--- src/rtl/gray_pkg.sv ---
// Shared types and helpers for the Gray-code pointer receive path.
package gray_pkg;

  localparam int unsigned GRAY_MAX_W = 32;

  typedef enum logic [1:0] {
    FILL  = 2'b00,
    PRIME = 2'b01,
    TRACK = 2'b10
  } gray_rx_state_e;

  // Zero-extended inputs decode correctly in their low bits, so one width serves all users.
  function automatic logic [GRAY_MAX_W-1:0] gray_to_bin(input logic [GRAY_MAX_W-1:0] g);
    logic [GRAY_MAX_W-1:0] b;
    b[GRAY_MAX_W-1] = g[GRAY_MAX_W-1];
    for (int i = GRAY_MAX_W - 2; i >= 0; i--) begin
      b[i] = b[i+1] ^ g[i];
    end
    return b;
  endfunction

  function automatic logic gray_multi_bit(input logic [GRAY_MAX_W-1:0] x);
    return (x & (x - GRAY_MAX_W'(1))) != '0;
  endfunction

endpackage

--- src/rtl/gray_2_bin.sv ---
// Purely combinational Gray-to-binary decoder.
module gray_2_bin
  import gray_pkg::*;
#(
  parameter int unsigned WIDTH = 8
) (
  input  logic [WIDTH-1:0] gray_i,
  output logic [WIDTH-1:0] bin_o
);

  assign bin_o = WIDTH'(gray_to_bin(GRAY_MAX_W'(gray_i)));

endmodule

--- src/rtl/gray_2_bin_rx.sv ---
// Synchronises a forward-only Gray pointer into clk_i, decodes it and reports per-sample motion.
module gray_2_bin_rx
  import gray_pkg::*;
#(
  parameter int unsigned WIDTH       = 8,
  parameter int unsigned SYNC_STAGES = 2
) (
  input  logic             clk_i,
  input  logic             rst_i,
  input  logic [WIDTH-1:0] gray_i,
  output logic [WIDTH-1:0] bin_o,
  output logic             valid_o,
  output logic [WIDTH-1:0] delta_o,
  output logic             wrap_o,
  output logic             step_err_o
);

  localparam int unsigned CNT_W = $clog2(SYNC_STAGES + 1);

  logic [WIDTH-1:0] sync_q [SYNC_STAGES];
  logic [WIDTH-1:0] g;
  logic [WIDTH-1:0] b;
  logic [WIDTH-1:0] gray_q;
  logic [CNT_W-1:0] fill_cnt;

  gray_rx_state_e   state_q, state_d;
  logic [CNT_W-1:0] fill_cnt_d;
  logic [WIDTH-1:0] bin_d, gray_q_d, delta_d;
  logic             valid_d, wrap_d, err_d;

  // Ungated synchroniser chain.
  always_ff @(posedge clk_i) begin
    if (rst_i) begin
      for (int i = 0; i < int'(SYNC_STAGES); i++) sync_q[i] <= '0;
    end else begin
      sync_q[0] <= gray_i;
      for (int i = 1; i < int'(SYNC_STAGES); i++) sync_q[i] <= sync_q[i-1];
    end
  end

  assign g = sync_q[SYNC_STAGES-1];

  gray_2_bin #(.WIDTH(WIDTH)) u_dec (
    .gray_i (g),
    .bin_o  (b)
  );

  always_ff @(posedge clk_i) begin
    if (rst_i) begin
      state_q    <= FILL;
      fill_cnt   <= '0;
      bin_o      <= '0;
      gray_q     <= '0;
      delta_o    <= '0;
      valid_o    <= 1'b0;
      wrap_o     <= 1'b0;
      step_err_o <= 1'b0;
    end else begin
      state_q    <= state_d;
      fill_cnt   <= fill_cnt_d;
      bin_o      <= bin_d;
      gray_q     <= gray_q_d;
      delta_o    <= delta_d;
      valid_o    <= valid_d;
      wrap_o     <= wrap_d;
      step_err_o <= err_d;
    end
  end

  // Next-state and next-output logic; pulses default low so they last one cycle.
  always_comb begin
    state_d    = state_q;
    fill_cnt_d = fill_cnt;
    bin_d      = bin_o;
    gray_q_d   = gray_q;
    delta_d    = delta_o;
    valid_d    = valid_o;
    wrap_d     = 1'b0;
    err_d      = 1'b0;
    case (state_q)
      FILL: begin
        valid_d = 1'b0;
        delta_d = '0;
        if (fill_cnt == CNT_W'(SYNC_STAGES)) begin
          bin_d    = b;
          gray_q_d = g;
          valid_d  = 1'b1;
          state_d  = PRIME;
        end else begin
          fill_cnt_d = fill_cnt + CNT_W'(1);
        end
      end
      PRIME, TRACK: begin
        bin_d    = b;
        gray_q_d = g;
        delta_d  = WIDTH'(b - bin_o);
        wrap_d   = (b < bin_o);
        err_d    = gray_multi_bit(GRAY_MAX_W'(g ^ gray_q));
        valid_d  = 1'b1;
        state_d  = TRACK;
      end
      default: begin
        state_d    = FILL;
        fill_cnt_d = '0;
        bin_d      = '0;
        gray_q_d   = '0;
        delta_d    = '0;
        valid_d    = 1'b0;
      end
    endcase
  end

endmodule

--- config.mk ---
export PLATFORM = sky130hd
export DESIGN_NAME = gray_2_bin_rx
export DESIGN_NICKNAME = d
export VERILOG_FILES = /design/src/rtl/gray_pkg.sv /design/src/rtl/gray_2_bin.sv /design/src/rtl/gray_2_bin_rx.sv
export SDC_FILE = /design/constraint.sdc
export NUM_CORES = 1
export LEC_CHECK = 0
export BUFFER_PORTS_ARGS = -buffer_cell sky130_fd_sc_hd__buf_2
export CORE_AREA = 2 2 67 69
export DETAILED_ROUTE_END_ITERATION = 8
export DIE_AREA = 0 0 69 71
export PLACE_DENSITY = 0.72
export SKIP_CTS_REPAIR_TIMING = 1
export SLEW_MARGIN = 20
export SYNTH_ARGS = -nofsm -noshare
export SYNTH_HDL_FRONTEND = slang
export SYNTH_SLANG_ARGS = --single-unit
--- constraint.sdc ---
create_clock -name clk_i -period 2.74 [get_ports clk_i]
set_clock_uncertainty 0.05 [all_clocks]
set_input_delay 0.137 -clock clk_i [delete_from_list [all_inputs] [get_ports clk_i]]
set_output_delay 0.137 -clock clk_i [all_outputs]
set_load 0.005 [all_outputs]
==> parameters.txt <==
Parameter                              Value

Critical path
  Required time reported for the critical path endpoint ... 2900 ps
  Reg-to-reg slack, setup ... -130 ps
  Worst setup startpoint ... sync_q[0][13]
  Critical Path Sink Type ... register
  CP peak stage delay ... 440 ps
  Crit path capture ... delta_o[6]
  Critical path's most frequent cell ... sky130_fd_sc_hd__o21ai_2
  Kind of cell with the highest combined delay on the critical path ... XOR/XNOR gates
  Worst Reg2Reg Path Length in Cells ... 12
  Reg-to-Reg Start ... sync_q[0][13]
  Count of buffering cells on the critical path with inverters included ... 0
  Worst path depth ... 12
  Slowest cell on crit path ... sky130_fd_sc_hd__xor3_2
  Reg-to-Reg End ... delta_o[6]
  Crit Path Max Fanout ... 3
  Worst setup path category ... reg2reg
  Critical Path Start Type ... register
  Worst Path Arrival ... 3030 ps
  Critical-path cell list ... xor3_2 > xnor3_2 > xnor2_4 > xnor2_2 > ha_2 > fa_2 > nor2b_4 > o21ai_2 > a21boi_2 > o21ai_2 > a21o_1 > a21oi_1

Die
  Boundary Pins ... 29
  Die extent in y ... 71 microns
  Full die area ... 0.00490 sq mm
  CORE AREA ... 0.00420 sq mm
  Floorplan die width ... 69 microns
  Rows ... 24
  Starting Density ... 48.1%

Power and ir drop
  Areal power density over the cells ... 833 mW/mm^2
  Power consumption ... 2020 uW
  Internal power consumption ... 1340 uW
  Worst IR Drop VDD ... 325 uV
  Psw ... 685 uW
  Power share of the sequential group ... 40.0%
  Net switching fraction of the power ... 33.9%
  Clock Power Share ... 20.3%
  Share of total power in combinational logic ... 39.6%
  Static Leakage ... 0.00107 uW

Synth
  Synth warnings ... 0
  Mapped cell area ... 0.00202 sq mm
  Synth Net Count ... 236
  Synthesized instance count ... 214
  Count of different cell masters after synthesis ... 33
  Flip-flop and latch count after synthesis ... 46
  Most used DFF post-synth ... sky130_fd_sc_hd__dfxtp_1
  Cell with the most instances after synthesis ... sky130_fd_sc_hd__dfxtp_1
  Cell taking the most area after synthesis ... sky130_fd_sc_hd__dfxtp_1
  Mean Syn Cell Area ... 9.44 sq um
  EDFF count, synth ... 0
  Async S/R FF share, synth ... 0%
  Leading post-synthesis cells by cell area ... sky130_fd_sc_hd__dfxtp_1 (46%), sky130_fd_sc_hd__ha_1 (6.8%), sky130_fd_sc_hd__nor2b_1 (6.2%)
  Commonest cells in the netlist ... sky130_fd_sc_hd__dfxtp_1 (46), sky130_fd_sc_hd__nor2_1 (25), sky130_fd_sc_hd__nor2b_1 (20)
  Yosys top cell area share ... 45.6%
  Part of the Yosys area used for sequential elements ... 45.6%

STA
  FMAX ... 349 MHz
  Post-route minimum period ... 2870 ps
  Worst hold slack after final layout ... 11.2 ps
  Total negative setup slack ... -351 ps
  Final max-slew violation count ... 0
  Tightest slew margin relative to the limit ... 58.4%
  RSZ-0062 raised after global routing ... yes
  Worst setup slack after layout ... -126 ps
  Number of failing setup endpoints in the final timing report ... 3
  Worst slew pin tran ... 624 ps
  Tcrit/Tclk final ... 105%
  Final-report hold violation count ... 0

Placement
  DP Area ... 0.00226 sq mm
  HPWL after detailed placement ... 2350 microns
  Number of buffers added on ports ... 28
  Placer Congestion ... 0.822

Final layout
  Synthesis-to-layout area growth ... 20.1%
  Final core area utilization ... 57.7%
  Fraction of final layout cells with drive strength greater than 1 ... 25.2%
  Nets ... 271
  Number of antenna cells inserted ... 0
  Post-route cell area ... 0.00243 sq mm

GRT
  All-Layer GR Usage ... 14.0%
  Vias in the first global route ... 1,371
  Initial antenna violation count ... 0
  Global-route wire length before repair ... 5660 microns
  Sum of overflow across all layers after global routing ... 0
  Maximum number of pins on one net before global-route repair ... 38

Clocking
  Clk root buf ... sky130_fd_sc_hd__clkbuf_8
  Clock tree buffer depth ... 2
  Clock tree from TritonCTS ... yes
  Number of buffers inserted during clock tree synthesis ... 5
  Latest clock arrival within the worst-skew pair ... 290 ps
  CTS H-tree lvls ... 2
  Clock slew at the register clock pins of the worst setup and hold paths ... 80 ps
  Clock Sinks ... 46

Drt
  ANT nets after route ... 0
  Number of optimization iterations in the first detailed-route pass ... 4
  Routed length per instance ... 11.1 microns
  Via count ... 1,505
  Drt initial violations ... 48
  Detailed-route DRC error count ... 0
  Total length of routed wires ... 3360 microns
  Vias per std cell ... 4.98

Run
  Max cap viols ... 0

Outcome
  Result of the run ... finished with violations
  Failing checks ... setup timing

Min path
  Start point of the worst hold path ... gray_i[0]
  Type of the most critical hold path ... in2reg
[flip-flops by register name (all words and copies together) (netlist names)]
signal,count
sync_q,16
bin_o,8
delta_o,8
gray_q,7
fill_cnt,2
state_q,2
step_err_o,1
valid_o,1
wrap_o,1
[worst register-to-register path, cell delays in order, from the launching register on]
cell	delay [ps]
sky130_fd_sc_hd__dfxtp_2	340
sky130_fd_sc_hd__xor3_2	440
sky130_fd_sc_hd__xnor3_2	300
sky130_fd_sc_hd__xnor2_4	180
sky130_fd_sc_hd__xnor2_2	160
sky130_fd_sc_hd__ha_2	210
sky130_fd_sc_hd__fa_2	370
sky130_fd_sc_hd__nor2b_4	130
sky130_fd_sc_hd__o21ai_2	80
sky130_fd_sc_hd__a21boi_2	180
sky130_fd_sc_hd__o21ai_2	90
sky130_fd_sc_hd__a21o_1	160
sky130_fd_sc_hd__a21oi_1	130
[cell families (layout without fill, tap and decap cells)]
logic type | after synthesis | in the layout | share of synthesized area [%]
buffers and inverters | 25 | 61 | 4.83
AND/OR/NAND/NOR | 74 | 74 | 19.1
AO/OA/AOI/OAI | 40 | 40 | 12.7
flip-flops | 46 | 46 | 45.6
adder cells (fa/ha/maj) | 13 | 13 | 8.30
multiplexers | 1 | 1 | 0.495
XOR/XNOR | 15 | 15 | 8.98
[through the flow]
step | instances | worst slack [ps]
after floorplan | 214 | -71.6
after global placement | 293 | -99.8
after detailed placement | 293 | -136
after CTS | 301 | -153
after global routing | 302 | -238
final | 302 | -126
[routing by layer]
metal  up-vias  wire [microns]  track usage (%)
met5         -               0                0
li1        781               -                -
met4         0               6             4.36
met1       690            1590             17.0
met3         2             139             3.56
met2        32            1620             24.6
[worst min path at each step]
stage                   endpoint  slack, ps  depth (start not counted)
floorplan           sync_q[0][0]        220                          1
global placement    sync_q[0][3]        290                          2
detailed placement  sync_q[0][7]        300                          2
CTS                 sync_q[0][0]       -0.5                          2
global route        sync_q[0][1]          3                          2
finish              sync_q[0][0]         10                          2
[layout by cell type (no fill, tap or decap), types with 3 or more instances in the layout]
cell type	n
sky130_fd_sc_hd__nor2_1	25
sky130_fd_sc_hd__o21ai_2	3
sky130_fd_sc_hd__dfxtp_1	44
sky130_fd_sc_hd__xnor2_1	4
sky130_fd_sc_hd__inv_1	15
sky130_fd_sc_hd__nand2_1	7
sky130_fd_sc_hd__a22oi_1	8
sky130_fd_sc_hd__buf_2	28
sky130_fd_sc_hd__buf_4	9
sky130_fd_sc_hd__nor2b_1	19
sky130_fd_sc_hd__nor3b_1	9
sky130_fd_sc_hd__ha_1	9
sky130_fd_sc_hd__xor2_1	6
sky130_fd_sc_hd__clkbuf_8	6
sky130_fd_sc_hd__a21oi_1	14
sky130_fd_sc_hd__o21a_1	3
sky130_fd_sc_hd__nor3_1	8
[power groups by stage]
stage | sequential, uW | clock (uW) | combinational [uW]
2_1_floorplan | 825 | 0 | 533
3_3_place_gp | 823 | 0 | 707
3_5_place_dp | 825 | 0 | 721
4_1_cts | 810 | 426 | 724
5_1_grt | 821 | 456 | 902
6_report | 809 | 411 | 801
[cell type report]
class                      count  area [sq um]
inverter                      15          56.3
clock buffer                   7          86.3
sequential                    46           923
timing repair buffer          38           219
fill                         382          1780
tap                           52          65.1
clock inverter                 1          5.00
multi-input combinational    143          1070
No activity file was read; power rests on OpenSTA's default activity.
